`src/rtl/div_unit.sv`:
```
// div_unit: iterative radix-2 restoring divider for div.w / mod.w / div.wu / mod.wu.
// Holds one result until the consumer takes it; flush cancels any work in flight.
module div_unit #(
    parameter int DATA_W = 32
) (
    input  logic              clk,
    input  logic              rst,
    input  logic              req_valid,
    output logic              req_ready,
    input  logic [3:0]        req_op,
    input  logic [DATA_W-1:0] req_src1,
    input  logic [DATA_W-1:0] req_src2,
    input  logic              flush,
    output logic              resp_valid,
    input  logic              resp_ready,
    output logic [DATA_W-1:0] resp_result,
    output logic              busy
);
    localparam int CW = $clog2(DATA_W) + 1;
    localparam logic [DATA_W-1:0] MIN_NEG = {1'b1, {(DATA_W-1){1'b0}}};

    typedef enum logic [1:0] {S_IDLE, S_BUSY, S_DONE} state_t;

    state_t            r_state, w_next;
    logic [CW-1:0]     r_cnt;
    logic              r_sel_rem, r_neg_q, r_neg_r;
    logic [DATA_W-1:0] r_dvd, r_dvs, r_quo, r_rem, r_result;

    logic              w_fire, w_signed, w_s1_neg, w_s2_neg, w_div0, w_ovf, w_early, w_sel_rem;
    logic [DATA_W-1:0] w_abs1, w_abs2, w_early_res;
    logic [DATA_W:0]   w_rem_sh, w_diff;
    logic              w_ge, w_last;
    logic [DATA_W-1:0] w_rem_nx, w_quo_nx, w_q_fix, w_r_fix, w_fin;

    assign w_fire      = req_valid && req_ready;
    assign w_signed    = req_op[0] | req_op[1];
    assign w_sel_rem   = req_op[1] | req_op[3];
    assign w_s1_neg    = w_signed & req_src1[DATA_W-1];
    assign w_s2_neg    = w_signed & req_src2[DATA_W-1];
    assign w_abs1      = w_s1_neg ? -req_src1 : req_src1;
    assign w_abs2      = w_s2_neg ? -req_src2 : req_src2;
    assign w_div0      = req_src2 == '0;
    assign w_ovf       = w_signed && req_src1 == MIN_NEG && req_src2 == '1;
    assign w_early     = w_div0 || w_ovf;
    // Early-out results bypass the loop and need no sign fix-up.
    assign w_early_res = w_sel_rem ? (w_div0 ? req_src1 : '0) : (w_div0 ? '1 : MIN_NEG);

    // One restoring step; the borrow of the DATA_W+1-bit subtract is the compare result.
    assign w_rem_sh = {r_rem, r_dvd[DATA_W-1]};
    assign w_diff   = w_rem_sh - {1'b0, r_dvs};
    assign w_ge     = !w_diff[DATA_W];
    assign w_rem_nx = w_ge ? w_diff[DATA_W-1:0] : w_rem_sh[DATA_W-1:0];
    assign w_quo_nx = {r_quo[DATA_W-2:0], w_ge};
    assign w_last   = r_cnt == CW'(1);
    assign w_q_fix  = r_neg_q ? -w_quo_nx : w_quo_nx;
    assign w_r_fix  = r_neg_r ? -w_rem_nx : w_rem_nx;
    assign w_fin    = r_sel_rem ? w_r_fix : w_q_fix;

    always_ff @(posedge clk or posedge rst) begin
        if (rst)
            r_state <= S_IDLE;
        else
            r_state <= w_next;
    end

    always_comb begin
        w_next = flush ? S_IDLE :
                 (r_state == S_IDLE && w_fire) ? (w_early ? S_DONE : S_BUSY) :
                 (r_state == S_BUSY && w_last) ? S_DONE :
                 (r_state == S_DONE && resp_ready) ? S_IDLE : r_state;
    end

    always_comb begin
        req_ready  = (r_state == S_IDLE) && !flush;
        busy       = r_state != S_IDLE;
        resp_valid = r_state == S_DONE;
    end

    assign resp_result = r_result;

    always_ff @(posedge clk or posedge rst) begin
        if (rst) begin
            r_cnt     <= '0;
            r_sel_rem <= 1'b0;
            r_neg_q   <= 1'b0;
            r_neg_r   <= 1'b0;
            r_dvd     <= '0;
            r_dvs     <= '0;
            r_quo     <= '0;
            r_rem     <= '0;
            r_result  <= '0;
        end else if (flush) begin
            r_cnt <= '0;
        end else if (w_fire) begin
            r_cnt     <= CW'(DATA_W);
            r_sel_rem <= w_sel_rem;
            r_neg_q   <= w_s1_neg ^ w_s2_neg;
            r_neg_r   <= w_s1_neg;
            r_dvd     <= w_abs1;
            r_dvs     <= w_abs2;
            r_quo     <= '0;
            r_rem     <= '0;
            if (w_early)
                r_result <= w_early_res;
        end else if (r_state == S_BUSY) begin
            r_cnt <= r_cnt - CW'(1);
            r_dvd <= r_dvd << 1;
            r_rem <= w_rem_nx;
            r_quo <= w_quo_nx;
            if (w_last)
                r_result <= w_fin;
        end
    end
endmodule

```
`config.mk`:
```
export PLATFORM = sky130hd
export DESIGN_NAME = div_unit
export DESIGN_NICKNAME = d
export VERILOG_FILES = /design/src/rtl/div_unit.sv
export SDC_FILE = /design/constraint.sdc
export NUM_CORES = 1
export LEC_CHECK = 0
export BUFFER_PORTS_ARGS = -buffer_cell sky130_fd_sc_hd__buf_4
export CORE_ASPECT_RATIO = 1.5
export CORE_MARGIN = 1.5
export CORE_UTILIZATION = 45
export CTS_BUF_LIST = sky130_fd_sc_hd__clkbuf_4 sky130_fd_sc_hd__clkbuf_8 sky130_fd_sc_hd__clkbuf_16
export DETAILED_ROUTE_END_ITERATION = 10
export GPL_TIMING_DRIVEN = 0
export MAX_ROUTING_LAYER = met4
export PLACE_DENSITY = 0.64
export SLEW_MARGIN = 20
export SYNTH_ARGS = -nofsm -noshare
export SYNTH_HDL_FRONTEND = slang
export SYNTH_SLANG_ARGS = --single-unit
```
`constraint.sdc`:
```
create_clock -name clk -period 17 [get_ports clk]
set_input_delay 2.55 -clock clk [delete_from_list [all_inputs] [get_ports clk]]
set_output_delay 2.55 -clock clk [all_outputs]
set_load 0.05 [all_outputs]
```
Word level (Yosys, flattened, before mapping)
Index checks and enable logic that the tools add are counted.
Widths: inputs -> output; s select.
{"block": "classes", "n_addsub": 6, "n_eq_ne": 6, "n_mux": 27, "bitwise": 6, "n_reduce_logical": 20}
{"op": "$mux 32", "n": 16}
{"op": "$neg 32->32", "n": 4}
{"op": "$mux 31", "n": 3}
{"op": "$eq 32x32->1 const B", "n": 2}
{"op": "$sub 33x32->33", "n": 1}
{"op": "$logic_not 32->1", "n": 1}
{"op": "$mux 6", "n": 3}
{"op": "$mux 2", "n": 5}
{"op": "$logic_and 1x1->1", "n": 7}
{"op": "$eq 6x1->1 const B", "n": 1}
{"op": "$reduce_bool 2->1", "n": 3}
{"op": "$sub 6x1->6 const B", "n": 1}
{"op": "$reduce_and 2->1", "n": 2}
{"op": "$reduce_and 4->1", "n": 1}
{"op": "$reduce_bool 4->1", "n": 1}
{"op": "$reduce_bool 3->1", "n": 1}
{"op": "$and 1x1->1", "n": 2}
{"op": "$eq 2x1->1 const B", "n": 1}
{"op": "$eq 2x2->1 const B", "n": 1}
{"op": "$logic_not 1->1", "n": 2}
{"op": "$logic_not 2->1", "n": 1}
{"op": "$ne 2x1->1 const B", "n": 1}
{"op": "$or 1x1->1", "n": 2}
{"op": "$logic_or 1x1->1", "n": 1}
{"op": "2 further kinds", "n": 2}
{"block": "totals", "ff_bits": 170, "input_bits": 73, "out_inout_bits": 35, "wordCells": 75}

Logic depth before layout (Yosys ltp)
Gate-level depths: netlist of the first run.
{"block": "depth", "ltp_word": 8, "ltp_mapped": 25, "mapped_depth_nobuf": 21}

Worst setup path before layout of the first run
Ideal clock, no wire load.
{"block": "synth_timing", "path_kind": "input to output", "from": "input flush", "to": "output req_ready", "t_arrival_ps": 3450, "required_time_ps": 14450, "path_slack_ps": 11000, "cell_stages": 2, "n_path_buf": 1, "path_cell_list": "clkbuf_1 nor2_1"}
{"block": "synth_via", "elab_chain_len": 2}
{"item": "start: declaration", "line_no": "13", "source": "input logic flush,"}
{"item": "$logic_not 1->1", "line_no": "74", "source": "req_ready = (r_state == S_IDLE) && !flush;"}
{"item": "$logic_and 1x1->1", "line_no": "74"}
{"item": "end: declaration", "line_no": "9", "source": "output logic req_ready,"}
No other way between the ends.

Final worst setup path of the first run
{"block": "layout_timing", "from": "register r_dvd[31]", "to": "register r_result[28] (netlist: resp_result[28])"}
{"block": "layout_via", "elab_chain_len": 8, "word_cells_on_any_way": 11, "cone_classes": "add/sub (3); mux (7); reduce/logical (1)"}
{"item": "start: declaration", "line_no": "27", "source": "logic [DATA_W-1:0] r_dvd, r_dvs, r_quo, r_rem, r_result;"}
{"item": "start signal: assignment", "line_no": "99", "source": "r_dvd <= w_abs1;"}
{"item": "start signal: assignment", "line_no": "107", "source": "r_dvd <= r_dvd << 1;"}
{"item": "$sub 33x32->33", "line_no": "50", "source": "assign w_diff = w_rem_sh - {1'b0, r_dvs};"}
{"item": "$mux 32 / $logic_not 1->1 (equally long branches)", "line_no": "52, 51"}
{"item": "$neg 32->32, on equally long branches", "line_no": "56, 55"}
{"item": "$mux 32, on equally long branches", "line_no": "56, 55"}
{"item": "$mux 32 (*)", "line_no": "57", "source": "assign w_fin = r_sel_rem ? w_r_fix : w_q_fix;"}
{"item": "$mux 32 (*)", "line_no": "110", "source": "if (w_last)"}
{"item": "$mux 32 (*)", "line_no": "105", "source": "end else if (r_state == S_BUSY) begin"}
{"item": "$mux 32 (*)", "line_no": "94", "source": "end else if (w_fire) begin"}
{"item": "end signal: assignment", "line_no": "104", "source": "r_result <= w_early_res;"}
{"item": "end signal: assignment", "line_no": "111", "source": "r_result <= w_fin;"}
{"item": "end: declaration", "line_no": "27"}
Every way passes the cells marked *; elsewhere a longest branch is shown, timed or not. The select of a mux whose other input is x is not followed.
A chain may end at the register's enable or synchronous reset.

==> results of run 1 <==
## power groups by stage
stage / Sequential [mW] / Clock [mW] / Combinational [mW]
after floorplan: 0.643 / 0 / 1.56
after global placement: 0.636 / 0 / 2.31
after detailed placement: 0.638 / 0 / 2.32
after CTS: 0.631 / 0.428 / 2.33
after global routing: 0.647 / 0.444 / 2.55
final: 0.637 / 0.427 / 2.38
## layout by cell type, fill, tap and decap left out, types with 21 or more instances in the layout
master	n
ha_1	39
a21oi_1	114
nor2_1	108
a22oi_1	24
a31oi_1	30
nand2_1	207
nand4_1	22
nand3_1	60
o21a_1	23
dfrtp_1	170
o21ai_1	21
or3_1	28
o211ai_1	24
xnor2_1	65
o21ai_0	186
clkbuf_1	84
nor3_1	46
xor2_1	55
mux2i_1	28
inv_1	55
buf_4	108
## sequential cells by signal, summed over array words and instances (netlist names), 2 cells and up
| signal | count |
|---|---|
| r_dvs | 32 |
| r_rem | 32 |
| r_state | 2 |
| resp_result | 32 |
| r_dvd | 32 |
| r_quo | 31 |
| r_cnt | 6 |
## cells by family after synthesis
group / after synthesis
and+or+nand+nor: 607
AOI/OAI and AO/OA: 564
DFF: 170
buffers and inverters: 166
xor gates and xnor gates: 120
adders and majority gates: 40
muxes: 36
## area by class of cell
| class | instances | area (um2) | area share, % |
|---|---|---|---|
| clock inverters | 14 | 191 | 1.24 |
| repair buffers | 107 | 823 | 5.34 |
| clock buffers | 17 | 425 | 2.76 |
| flip-flops and latches | 170 | 4250 | 27.6 |
| well taps | 395 | 494 | 3.20 |
| inverters | 58 | 225 | 1.46 |
| multi-input cells | 1367 | 8550 | 55.4 |
| plain buffers | 108 | 460 | 2.98 |
## cell usage after synthesis, drive strengths merged, types with 7 or more instances
library cell | count | area, um2
a311oi | 7 | 61.3
or2 | 13 | 81.3
clkbuf | 84 | 315
xor2 | 55 | 482
o211ai | 26 | 205
nand3b | 8 | 60.1
a21o | 12 | 90.1
nor3 | 47 | 240
nor4 | 21 | 161
o41ai | 12 | 105
o21ai | 208 | 1040
o31ai | 20 | 155
ha | 39 | 488
or3 | 30 | 198
and4 | 7 | 61.3
o21a | 23 | 173
a22oi | 24 | 180
buf | 24 | 145
xnor2 | 65 | 569
nand2 | 207 | 777
mux2i | 29 | 294
nand4 | 22 | 138
nor2 | 109 | 425
a2111oi | 7 | 86.3
a211oi | 11 | 82.6
nand2b | 16 | 100
mux2 | 7 | 78.8
dfrtp | 170 | 4250
nand3 | 60 | 300
or4 | 20 | 154
inv | 57 | 214
a21oi | 119 | 622
a31oi | 30 | 188
and2 | 12 | 75.1
and3 | 16 | 105
## routing by layer
| metal | vias to the layer above | track usage, % |
|---|---|---|
| li1 | 6485 | - |
| met1 | 6709 | 38.5 |
| met2 | 595 | 60.3 |
| met3 | 218 | 5.28 |
| met4 | 0 | 28.9 |
| met5 | - | - |
## worst max-delay path: cells and delay by family (launching register included)
kind            cells  cell delay, ns
mux                 1            0.73
flops               1            0.40
xor+xnor            1            0.16
compound gates      7            1.76
buf+inv             5            1.09
fa+ha+maj           3            0.92
simple gates        6            1.77
## stage by stage
stage	setup WS [ns]	power [mW]	area (um2)	hold WS (ns)	cells
2_1_floorplan	9.85	2.20	13500	0.450	1703
3_3_place_gp	7.66	2.94	14800	0.465	2204
3_5_place_dp	10.23	2.95	14800	0.470	2205
4_1_cts	10.17	3.39	15400	0.485	2236
5_1_grt	9.84	3.64	15400	0.509	2236
6_report	10.05	3.44	15400	0.480	2236
## worst min path at each step
stage / start / end / slack (ns) / depth (start not counted)
floorplan: r_dvs[10]$_DFFE_PP0P_ / r_dvs[10]$_DFFE_PP0P_ / 0.45 / 2
global placement: r_dvs[30]$_DFFE_PP0P_ / r_dvs[30]$_DFFE_PP0P_ / 0.46 / 2
detailed placement: r_dvs[30]$_DFFE_PP0P_ / r_dvs[30]$_DFFE_PP0P_ / 0.47 / 2
CTS: r_dvs[30]$_DFFE_PP0P_ / r_dvs[30]$_DFFE_PP0P_ / 0.49 / 2
global route: r_dvs[30]$_DFFE_PP0P_ / r_dvs[30]$_DFFE_PP0P_ / 0.51 / 2
finish: r_dvs[3]$_DFFE_PP0P_ / r_dvs[3]$_DFFE_PP0P_ / 0.48 / 2
==> impl_results.md, run 1 <==
- Synthesized-area fraction occupied by and/or/nand/nor cells: 22.5%
- Nets: 1942
- Starting density of the core: 45.7%
- XOR/XNOR share of the synthesized area: 7.80%
- Clk root buf: clkbuf_16
- Layout cells sized above 1: 11.2%
- Die height: 215 um
- Post-CTS sizing: 0
- Placer Congestion: 0.979
- Worst path required time: 17.37 ns
- Peak VDD IR: 0.113 mV
- Post-route ant nets: 0
- Sequence of cells on the critical path: inv_1 > ha_1 > fa_1 > nand2b_1 > a21oi_1 > o21ai_1 > o211ai_2 > mux2i_2 > nor2_8 > inv_2 > buf_2 > buf_4 > buf_4 > ha_1 > nand3b_1 > or4_1 > nand3b_1 > o31ai_1 > xnor2_1 > nor2_1 > a311oi_1 > o22ai_1 > a41oi_1
- Worst skew pair latency: 0.47 ns
- Kind of critical path: reg2reg
- Row cnt: 77
- DRT Wirelength: 54.2 mm
- PwrDens: 223 nW/um2
- Post-Syn Area per Cell: 7.92 um2
- Logic pwr share: 69.1%
- Drc violations: 0
- Worst Reg-to-Reg Cells: 23
- Vias in the first global route: 13600
- Syn-to-layout area delta: 14.4%
- GR Util All Layers: 36.5%
- Pleak: 6.49 nW
- Reg-to-reg setup timing slack: 10.05 ns
- Total CTS buffers: 17
- Vias per cell: 6.26
- Max layer used: met4
- Minimum clock period: 6.95 ns
- Critical R2R Capture: resp_result[28]$_DFFE_PP0P_
- CP endpoint: resp_result[28]$_DFFE_PP0P_
- Top Ports: 108
- Slew Viols, Final: 0
- Yosys warning total: 0
- Register share of total power: 18.5%
- Sw frac: 55.0%
- Yosys cell types: 91
- Hold_buf cts: 0
- Mux share of post-synthesis cell area: 2.77%
- Register area share after synthesis: 31.6%
- Reg-to-Reg Start: r_dvd[31]$_DFFE_PP0P_
- Metal1 wirelength: 19.6 mm
- Clk buf depth: 2
- Antenna violations before repair: 0
- CORE AREA: 29500 um2
- Sw Pwr: 1.89 mW
- ANT cells: 0
- Critical-path top delay cell: mux2i_2
- Postcts setup bufs: 0
- Clk sink count: 170
- Yosys reg bits: 170
- Largest net degree at the start of global routing: 100
- Compound-Gate Fraction of Synth Area: 26.6%
- Fin Setup TNS: 0 ns
- Clock group share of total power: 12.4%
- Dominant synthesized flop cell: dfrtp_1
- Final core occ: 52.3%
- Clk slew on worst S/H paths: 0.08 ns
- Synthesized cell area: 13500 um2
- Max Cap Viol: 0
- Combinational family with the most area after synthesis: compound AO/OA/AOI/OAI gates
- Finish-stage setup viols: 0
- Max-slew headroom: 21.4%
- Hold Path Class: reg2reg
- Final hold viol count: 0
- Worst setup path start: r_dvd[31]$_DFFE_PP0P_
- Max incr delay on CP: 0.73 ns
- Critical path fanouts, max: 10
- RSZ-0062 raised after global routing: false
- Internal Power: 1.55 mW
- Clock skew: 0.00857 ns
- Fill cells: 2973
- CP arrival: 7.32 ns
- Post-Syn Instances: 1703
- Die footprint: 31000 um2
- Met2 Wirelength: 26.8 mm
- Fmax achieved: 144 MHz
- DP HPWL: 43.2 mm
- Crit path launch type: register
- Chip Width: 144 um
- EDFF count, synth: 0
- Fin crit share: 40.9%
- CTS tree: yes
- Outcome: complete, no violations
- Routed vias: 14000
- IO Port Bufs: 106
- Adder-cell share of the synthesized area: 3.77%
- Drt first pass iters: 7
- Crit. End Element: register
- Ys async rst share: 100%
- Slew at the pin closest to its max-slew limit: 1.18 ns
- DR WL/cell: 24.3 um
- CTS H-tree depth: 4
- Mapped Nets: 1816
- Initial DRC Count: 949
- First-pass GRT wire length: 81.4 mm
- Routed wl met3: 2.90 mm
- Total grt overflow: 0
Note: power is estimated with default switching activity, not from simulation.
==> inputs of run 2 (changes only) <==
--- a/config.mk
+++ b/config.mk
@@ -5,6 +5,7 @@
 export SDC_FILE = /design/constraint.sdc
 export NUM_CORES = 1
 export LEC_CHECK = 0
+export ABC_AREA = 1
 export BUFFER_PORTS_ARGS = -buffer_cell sky130_fd_sc_hd__buf_4
 export CORE_ASPECT_RATIO = 1.5
 export CORE_MARGIN = 1.5
==> constraint.sdc (replaced) <==
create_clock -name clk -period 6.75 [get_ports clk]
set_input_delay 1.0125 -clock clk [delete_from_list [all_inputs] [get_ports clk]]
set_output_delay 1.0125 -clock clk [all_outputs]
set_load 0.05 [all_outputs]
==> run 2 against run 1 <==
Register-to-register slack worse by 8.3 ns. Critical path depth is 7 higher. Fmax is 40% higher. Global-route usage is 1.5 points lower. Highest routed layer unchanged. Synthesized cell count is 34% higher. Final cell count is 27% higher. Core utilization is 0.82 points lower. Total power grew to 2.7 times the previous value. Largest power group unchanged. Non-clock buffer count is 25 lower. Combinational power grew to 2.9 times the previous value. Die area is 6.5% higher. First-iteration DRC count is 0.32% lower.
==> impl_results.md, run 2 <==
- Initial DRC Count: 946 (was 949)
- Outcome: complete, no violations (unchanged)
- Commonest non-fill, non-tap cell in the layout: nand2_1 (unchanged)
- Commonest non-fill, non-tap cells in the layout: nand2_1, inv_1, nor2_1 (was nand2_1, o21ai_0, dfrtp_1)
- Starting density of the core: 45.4% (was 45.7%)
- Yosys cell types: 49 (was 91)
- Combinational family with the most area after synthesis: simple AND/OR/NAND/NOR gates (was compound AO/OA/AOI/OAI gates)
- Syn-to-layout area delta: 13.4% (was 14.4%)
- Die height: 222 um (was 215 um)
- EDFF count, synth: 0 (unchanged)
- Routed vias: 15300 (was 14000)
- Worst path most repeated cell: nand2_1
- Placer Congestion: 0.954 (was 0.979)
- Logic pwr share: 72.7% (was 69.1%)
- Hold Path Class: reg2reg (unchanged)
- Multi-input gate area: 8440 um2 (was 8550 um2)
- Post-route ant nets: 0 (unchanged)
- CTS tree: yes (unchanged)
- Yosys top cell by area: dfrtp_1 (unchanged)
- Vias per cell: 5.41 (was 6.26)
- Crit path launch type: register (unchanged)
- Die footprint: 33000 um2 (was 31000 um2)
- Post-CTS sizing: 0 (unchanged)
- Max Cap Viol: 0 (unchanged)
- Total CTS buffers: 17 (unchanged)
- Final hold viol count: 0 (unchanged)
- Critical-path top delay cell: fa_1 (was mux2i_2)
- Fin crit share: 73.7% (was 40.9%)
- Pleak: 8.60 nW (was 6.49 nW)
- CP arrival: 5.33 ns (was 7.32 ns)
- Final cell count without fillers: 2838 (was 2236)
- Internal Power: 3.95 mW (was 1.55 mW)
- Top Ports: 108 (unchanged)
- Clock group share of total power: 10.6% (was 12.4%)
- Clock skew: 0.0120 ns (was 0.00857 ns)
- Ys async rst share: 100% (unchanged)
- Finish-stage setup viols: 0 (unchanged)
- Hold slack: 0.484 ns (was 0.480 ns)
- Clk sink count: 170 (unchanged)
- Critical path fanouts, max: 10 (unchanged)
- Compound-Gate Fraction of Synth Area: 14.4% (was 26.6%)
- Crit. End Element: register (unchanged)
- Placed insts: 2806 (was 2205)
- Sw frac: 58.2% (was 55.0%)
- Max incr delay on CP: 0.41 ns (was 0.73 ns)
- PwrDens: 581 nW/um2 (was 223 nW/um2)
- Sequential Area: 4250 um2 (unchanged)
- Max-slew headroom: 38.5% (was 21.4%)
- Synthesized-area fraction occupied by and/or/nand/nor cells: 37.7% (was 22.5%)
- DR WL/cell: 19.3 um (was 24.3 um)
- Largest net degree at the start of global routing: 92 (was 100)
- CTS H-tree depth: 4 (unchanged)
- Mux share of post-synthesis cell area: 0% (was 2.77%)
- Postcts setup bufs: 0 (unchanged)
- Layout cells sized above 1: 11.5% (was 11.2%)
- Total grt overflow: 0 (unchanged)
- Drc violations: 0 (unchanged)
- Metal1 wirelength: 20.6 mm (was 19.6 mm)
- Fmax achieved: 201 MHz (was 144 MHz)
- Clk root buf: clkbuf_16 (unchanged)
- Chip Width: 149 um (was 144 um)
- DP Area: 15700 um2 (was 14800 um2)
- Slew at the pin closest to its max-slew limit: 0.919 ns (was 1.18 ns)
- Yosys reg bits: 170 (unchanged)
- Yosys warning total: 0 (unchanged)
- IO Port Bufs: 106 (unchanged)
- GR Util All Layers: 35.0% (was 36.5%)
- Antenna violations before repair: 0 (unchanged)
- DRT Wirelength: 54.7 mm (was 54.2 mm)
- Minimum clock period: 4.98 ns (was 6.95 ns)
- Synth cell count leaders: nand2_1, inv_1, nor2_1, nand3_1, dfrtp_1 (was nand2_1, o21ai_0, dfrtp_1, a21oi_1, nor2_1)
- CORE AREA: 31600 um2 (was 29500 um2)
- Vias in the first global route: 15200 (was 13600)
- XOR/XNOR share of the synthesized area: 3.05% (was 7.80%)
- Met2 Wirelength: 27.3 mm (was 26.8 mm)
- Register area share after synthesis: 29.6% (was 31.6%)
- Synthesized cell area: 14400 um2 (was 13500 um2)
- Nets: 2528 (was 1942)
- Slew Viols, Final: 0 (unchanged)
- Register share of total power: 16.6% (was 18.5%)
- ANT cells: 0 (unchanged)
- Mapped Nets: 2402 (was 1816)
- Dominant synthesized flop cell: dfrtp_1 (unchanged)
- Routed wl met3: 1.96 mm (was 2.90 mm)
- Most numerous cell in the Yosys netlist: nand2_1 (unchanged)
- Row cnt: 80 (was 77)
- First-pass GRT wire length: 85.0 mm (was 81.4 mm)
- Max layer used: met4 (unchanged)
- Adder-cell share of the synthesized area: 3.53% (was 3.77%)
- Post-Syn Instances: 2289 (was 1703)
- RSZ-0062 raised after global routing: false (unchanged)
- Fill cells: 3369 (was 2973)
- Peak VDD IR: 0.320 mV (was 0.113 mV)
- Kind of critical path: reg2reg (unchanged)
- Worst path required time: 7.10 ns (was 17.37 ns)
- Area contributors post-synth: dfrtp_1, nand2_1, inv_1 (was dfrtp_1, o21ai_0, nand2_1)
- Hold_buf cts: 0 (unchanged)
- Post-Syn Area per Cell: 6.28 um2 (was 7.92 um2)
- Sw Pwr: 5.51 mW (was 1.89 mW)
- DP HPWL: 44.5 mm (was 43.2 mm)
- Worst skew pair latency: 0.46 ns (was 0.47 ns)
- PnR Total Power: 9.46 mW (was 3.44 mW)
- Clk buf depth: 2 (unchanged)
- Drt first pass iters: 5 (was 7)
- Clk slew on worst S/H paths: 0.08 ns (about the same)
- Fin area: 16300 um2 (was 15400 um2)
- Post-synth top area share: 29.6% (was 31.6%)
## run 2: cell count changes after synthesis, sizes merged, moves of 50 or more
| cell | previous run | this run |
|---|---|---|
| o21ai | 208 | 144 |
| nor2 | 109 | 226 |
| inv | 57 | 334 |
| nand2 | 207 | 741 |
| xnor2 | 65 | 15 |
| nand3 | 60 | 189 |
## run 2: cells by family after synthesis
group,Yosys count
buf+inv,420
fa+ha+maj,40
xor+xnor,50
compound gates,368
flops,170
simple gates,1241
## run 2: critical path: cells and delay by family (launching register included)
family,cells,cell delay [ns]
fa+ha+maj,3,0.80
flops,1,0.34
compound gates,2,0.23
buf+inv,5,0.54
simple gates,20,2.97
## run 2: layout make-up
cell class,count,share of cell area [%]
multi-input combinational,1699,51.8
sequential,170,26.1
inverter,337,7.81
timing repair buffer,107,5.05
tap,410,3.15
clock buffer,18,2.70
buffer,83,2.53
clock inverter,14,0.837
## run 2: per-layer routing
layer | vias to the layer above | GRT usage (%)
met3 | 156 | 3.11
li1 | 7571 | -
met2 | 475 | 59.3
met5 | - | -
met1 | 7145 | 37.2
met4 | 0 | 26.8
## run 2: power by group through the flow
stage | sequential [mW] | combinational [mW] | clock, mW
2_1_floorplan | 1.85 | 4.51 | 0
3_3_place_gp | 1.58 | 6.73 | 0
3_5_place_dp | 1.58 | 6.77 | 0
4_1_cts | 1.57 | 6.82 | 1.01
5_1_grt | 1.60 | 7.63 | 1.05
6_report | 1.57 | 6.88 | 1.01
## run 2: worst paths after layout
path	startpoint	endpoint	slack [ns]	cells after the start
min in group asynchronous	rst	r_dvs[7]$_DFFE_PP0P_	0.62	2
max in group asynchronous	rst	r_quo[15]$_DFFE_PP0P_	5.23	3
hold reg to reg	r_cnt[4]$_DFFE_PP0P_	r_cnt[4]$_DFFE_PP0P_	0.48	1
hold / removal	r_cnt[4]$_DFFE_PP0P_	r_cnt[4]$_DFFE_PP0P_	0.48	1
setup / recovery	r_dvd[31]$_DFFE_PP0P_	resp_result[28]$_DFFE_PP0P_	1.77	30
setup reg to reg	r_dvd[31]$_DFFE_PP0P_	resp_result[28]$_DFFE_PP0P_	1.77	30
## run 2: through the flow
stage	setup slack (ns)	setup TNS, ns	utilization [%]
2_1_floorplan	1.13	0	-
3_3_place_gp	-1.08	-180.27	49.6
3_5_place_dp	1.88	0	49.7
4_1_cts	1.84	0	51.5
5_1_grt	1.47	0	51.5
6_report	1.77	0	51.5
==> inputs of run 3 (changes only) <==
--- a/config.mk
+++ b/config.mk
@@ -14,7 +14,7 @@
 export DETAILED_ROUTE_END_ITERATION = 10
 export GPL_TIMING_DRIVEN = 0
 export MAX_ROUTING_LAYER = met4
-export PLACE_DENSITY = 0.64
+export PLACE_DENSITY = 0.66
 export SLEW_MARGIN = 20
 export SYNTH_ARGS = -nofsm -noshare
 export SYNTH_HDL_FRONTEND = slang
==> constraint.sdc (replaced) <==
create_clock -name clk -period 4.45 [get_ports clk]
set_input_delay 0.6675 -clock clk [delete_from_list [all_inputs] [get_ports clk]]
set_output_delay 0.6675 -clock clk [all_outputs]
set_load 0.05 [all_outputs]
==> run 3 against run 2 <==
Cell area is 1.2% higher. Critical path depth is 1 lower. Via count is 0.49% higher. Die area stayed put. Clock skew is 0.0045 ns higher. Combinational power is 53% higher. Sequential share of layout area is 0.31 points lower. Clock-buffer cell count is 1 lower. Critical endpoint unchanged. Largest power group unchanged.
==> impl_results.md, run 3 (synthesis results as in run 2) <==
- Max-slew headroom: 37.4% (was 38.5%)
- Crit. End Element: register (unchanged)
- Internal Power: 6.15 mW (was 3.95 mW)
- Hold Path Class: in2async (was reg2reg)
- Slew Viols, Final: 0 (unchanged)
- Total grt overflow: 0 (unchanged)
- Peak VDD IR: 0.509 mV (was 0.320 mV)
- M1 GR Usage: 37.5% (was 37.2%)
- Drc violations: 0 (unchanged)
- Slew at the pin closest to its max-slew limit: 0.936 ns (was 0.919 ns)
- First-pass GRT wire length: 85.6 mm (was 85.0 mm)
- Sw Pwr: 8.38 mW (was 5.51 mW)
- Chip Width: 149 um (unchanged)
- Final core occ: 52.1% (was 51.5%)
- Clk slew on worst S/H paths: 0.08 ns (about the same)
- Initial DRC Count: 961 (was 946)
- Fin area: 16500 um2 (was 16300 um2)
- Total CTS buffers: 17 (unchanged)
- Global-route track usage on met2: 59.1% (was 59.3%)
- Commonest non-fill, non-tap cell in the layout: nand2_1 (unchanged)
- Clk sink count: 170 (unchanged)
- Clk root buf: clkbuf_16 (unchanged)
- Worst path most repeated cell: nand2_2 (was nand2_1)
- Fin crit share: 93.7% (was 73.7%)
- Register share of total power: 16.4% (was 16.6%)
- CTS H-tree depth: 4 (unchanged)
- Critical path fanouts, max: 8 (was 10)
- Critical-path top delay cell: fa_1 (unchanged)
- Worst path required time: 4.80 ns (was 7.10 ns)
- DP HPWL: 44.8 mm (was 44.5 mm)
- Clk buf depth: 2 (unchanged)
- CTS tree: yes (unchanged)
- Vias in the first global route: 15300 (was 15200)
- Antenna violations before repair: 0 (unchanged)
- Worst skew pair latency: 0.47 ns (was 0.46 ns)
- Nets: 2536 (was 2528)
- DRT Wirelength: 54.9 mm (was 54.7 mm)
- Starting density of the core: 45.4% (unchanged)
- Die height: 222 um (unchanged)
- Outcome: complete, no violations (unchanged)
- Kind of critical path: reg2reg (unchanged)
- DP Area: 15800 um2 (was 15700 um2)
- CP top delay family: simple AND/OR/NAND/NOR gates (unchanged)
- Minimum clock period: 4.17 ns (was 4.98 ns)
- Placer Congestion: 0.980 (was 0.954)
- GR Util All Layers: 35.2% (was 35.0%)
- Layout cells sized above 1: 12.1% (was 11.5%)
- Pleak: 8.69 nW (was 8.60 nW)
- Fin Setup TNS: 0 ns (unchanged)
- Fmax achieved: 240 MHz (was 201 MHz)
- Final cell count without fillers: 2846 (was 2838)
- Top Ports: 108 (unchanged)
- M3 GR Usage: 3.97% (was 3.11%)
- ANT cells: 0 (unchanged)
- Hold_buf cts: 0 (unchanged)
- Dpl ws: -0.453 ns (was 1.88 ns)
- PwrDens: 881 nW/um2 (was 581 nW/um2)
- Finish-stage setup viols: 0 (unchanged)
- Logic pwr share: 72.4% (was 72.7%)
- Max incr delay on CP: 0.43 ns (was 0.41 ns)
- Routed vias: 15400 (was 15300)
- Largest net degree at the start of global routing: 34 (was 92)
- Final hold viol count: 0 (unchanged)
- Gr busiest metal: met2 (unchanged)
- Row cnt: 80 (unchanged)
- Setup ws final: 0.278 ns (was 1.77 ns)
- CORE AREA: 31600 um2 (unchanged)
- Sw frac: 57.7% (was 58.2%)
- CP arrival: 4.52 ns (was 5.33 ns)
- Clock skew: 0.0164 ns (was 0.0120 ns)
- Die footprint: 33000 um2 (unchanged)
- Vias per cell: 5.42 (was 5.41)
- Post-route ant nets: 0 (unchanged)
- Clock group share of total power: 11.2% (was 10.6%)
- Reg-to-reg setup timing slack: 0.28 ns (was 1.77 ns)
- DR WL/cell: 19.3 um (about the same)
- Max Cap Viol: 0 (unchanged)
- Syn-to-layout area delta: 14.7% (was 13.4%)
- Commonest non-fill, non-tap cells in the layout: nand2_1, inv_1, nor2_1 (unchanged)
- Drt first pass iters: 5 (unchanged)
- Worst Path Buf+Inv: 4 (was 5)
- IO Port Bufs: 106 (unchanged)
- RSZ-0062 raised after global routing: false (unchanged)
- Placed insts: 2811 (was 2806)
- Crit path launch type: register (unchanged)
run 3: layer usage:
metal	vias up	share of wire (%)
met4	0	9.3
met1	7174	37
li1	7593	-
met2	476	49
met5	-	0
met3	179	3.9
run 3: worst paths after layout:
check                                      startpoint                           to  cells past startpoint
worst min-delay path                              rst        r_quo[28]$_DFFE_PP0P_                      2
min in group clk                 r_cnt[4]$_DFFE_PP0P_         r_cnt[4]$_DFFE_PP0P_                      1
worst max-delay path            r_dvd[31]$_DFFE_PP0P_  resp_result[28]$_DFFE_PP0P_                     29
max in group asynchronous                         rst         r_dvs[5]$_DFFE_PP0P_                      5
worst min register to register   r_cnt[4]$_DFFE_PP0P_         r_cnt[4]$_DFFE_PP0P_                      1
worst max register to register  r_dvd[31]$_DFFE_PP0P_  resp_result[28]$_DFFE_PP0P_                     29
run 3: stage by stage:
step	power (mW)	hold slack [ns]
5_1_grt	15.8	0.206
3_3_place_gp	12.6	0.456
2_1_floorplan	9.66	0.433
3_5_place_dp	12.7	0.457
4_1_cts	14.4	0.189
6_report	14.5	0.193
run 3: worst reg2reg max path: cells and delay by family, from the launching register on:
kind / cells / cell delay (ns)
adder cells (fa/ha/maj): 3 / 0.82
AO/OA/AOI/OAI: 2 / 0.18
flip-flops: 1 / 0.34
AND/OR/NAND/NOR: 20 / 2.39
buffers and inverters: 4 / 0.34
run 3: power by group through the flow:
| stage | registers [mW] | logic, mW | clock network [mW] |
|---|---|---|---|
| 6_report | 2.39 | 10.5 | 1.62 |
| 5_1_grt | 2.44 | 11.6 | 1.70 |
| 4_1_cts | 2.38 | 10.4 | 1.64 |
| 3_5_place_dp | 2.39 | 10.3 | 0 |
| 3_3_place_gp | 2.39 | 10.2 | 0 |
| 2_1_floorplan | 2.81 | 6.85 | 0 |
run 3: layout make-up:
| class | count | area (um2) |
|---|---|---|
| fillers | 3329 | 15100 |
| multi-input cells | 1699 | 8480 |
| flip-flops and latches | 170 | 4250 |
| inverters | 337 | 1270 |
| repair buffers | 116 | 961 |
| well taps | 410 | 513 |
| clock buffers | 17 | 425 |
| plain buffers | 82 | 404 |
| clock inverters | 15 | 188 |
run 3: repair_timing:
item | CTS | global route
buffers inserted | 0 | 4
setup endpoints to repair | 5 | 5
resized for setup | 7 | 4
pin swaps | 0 | 1
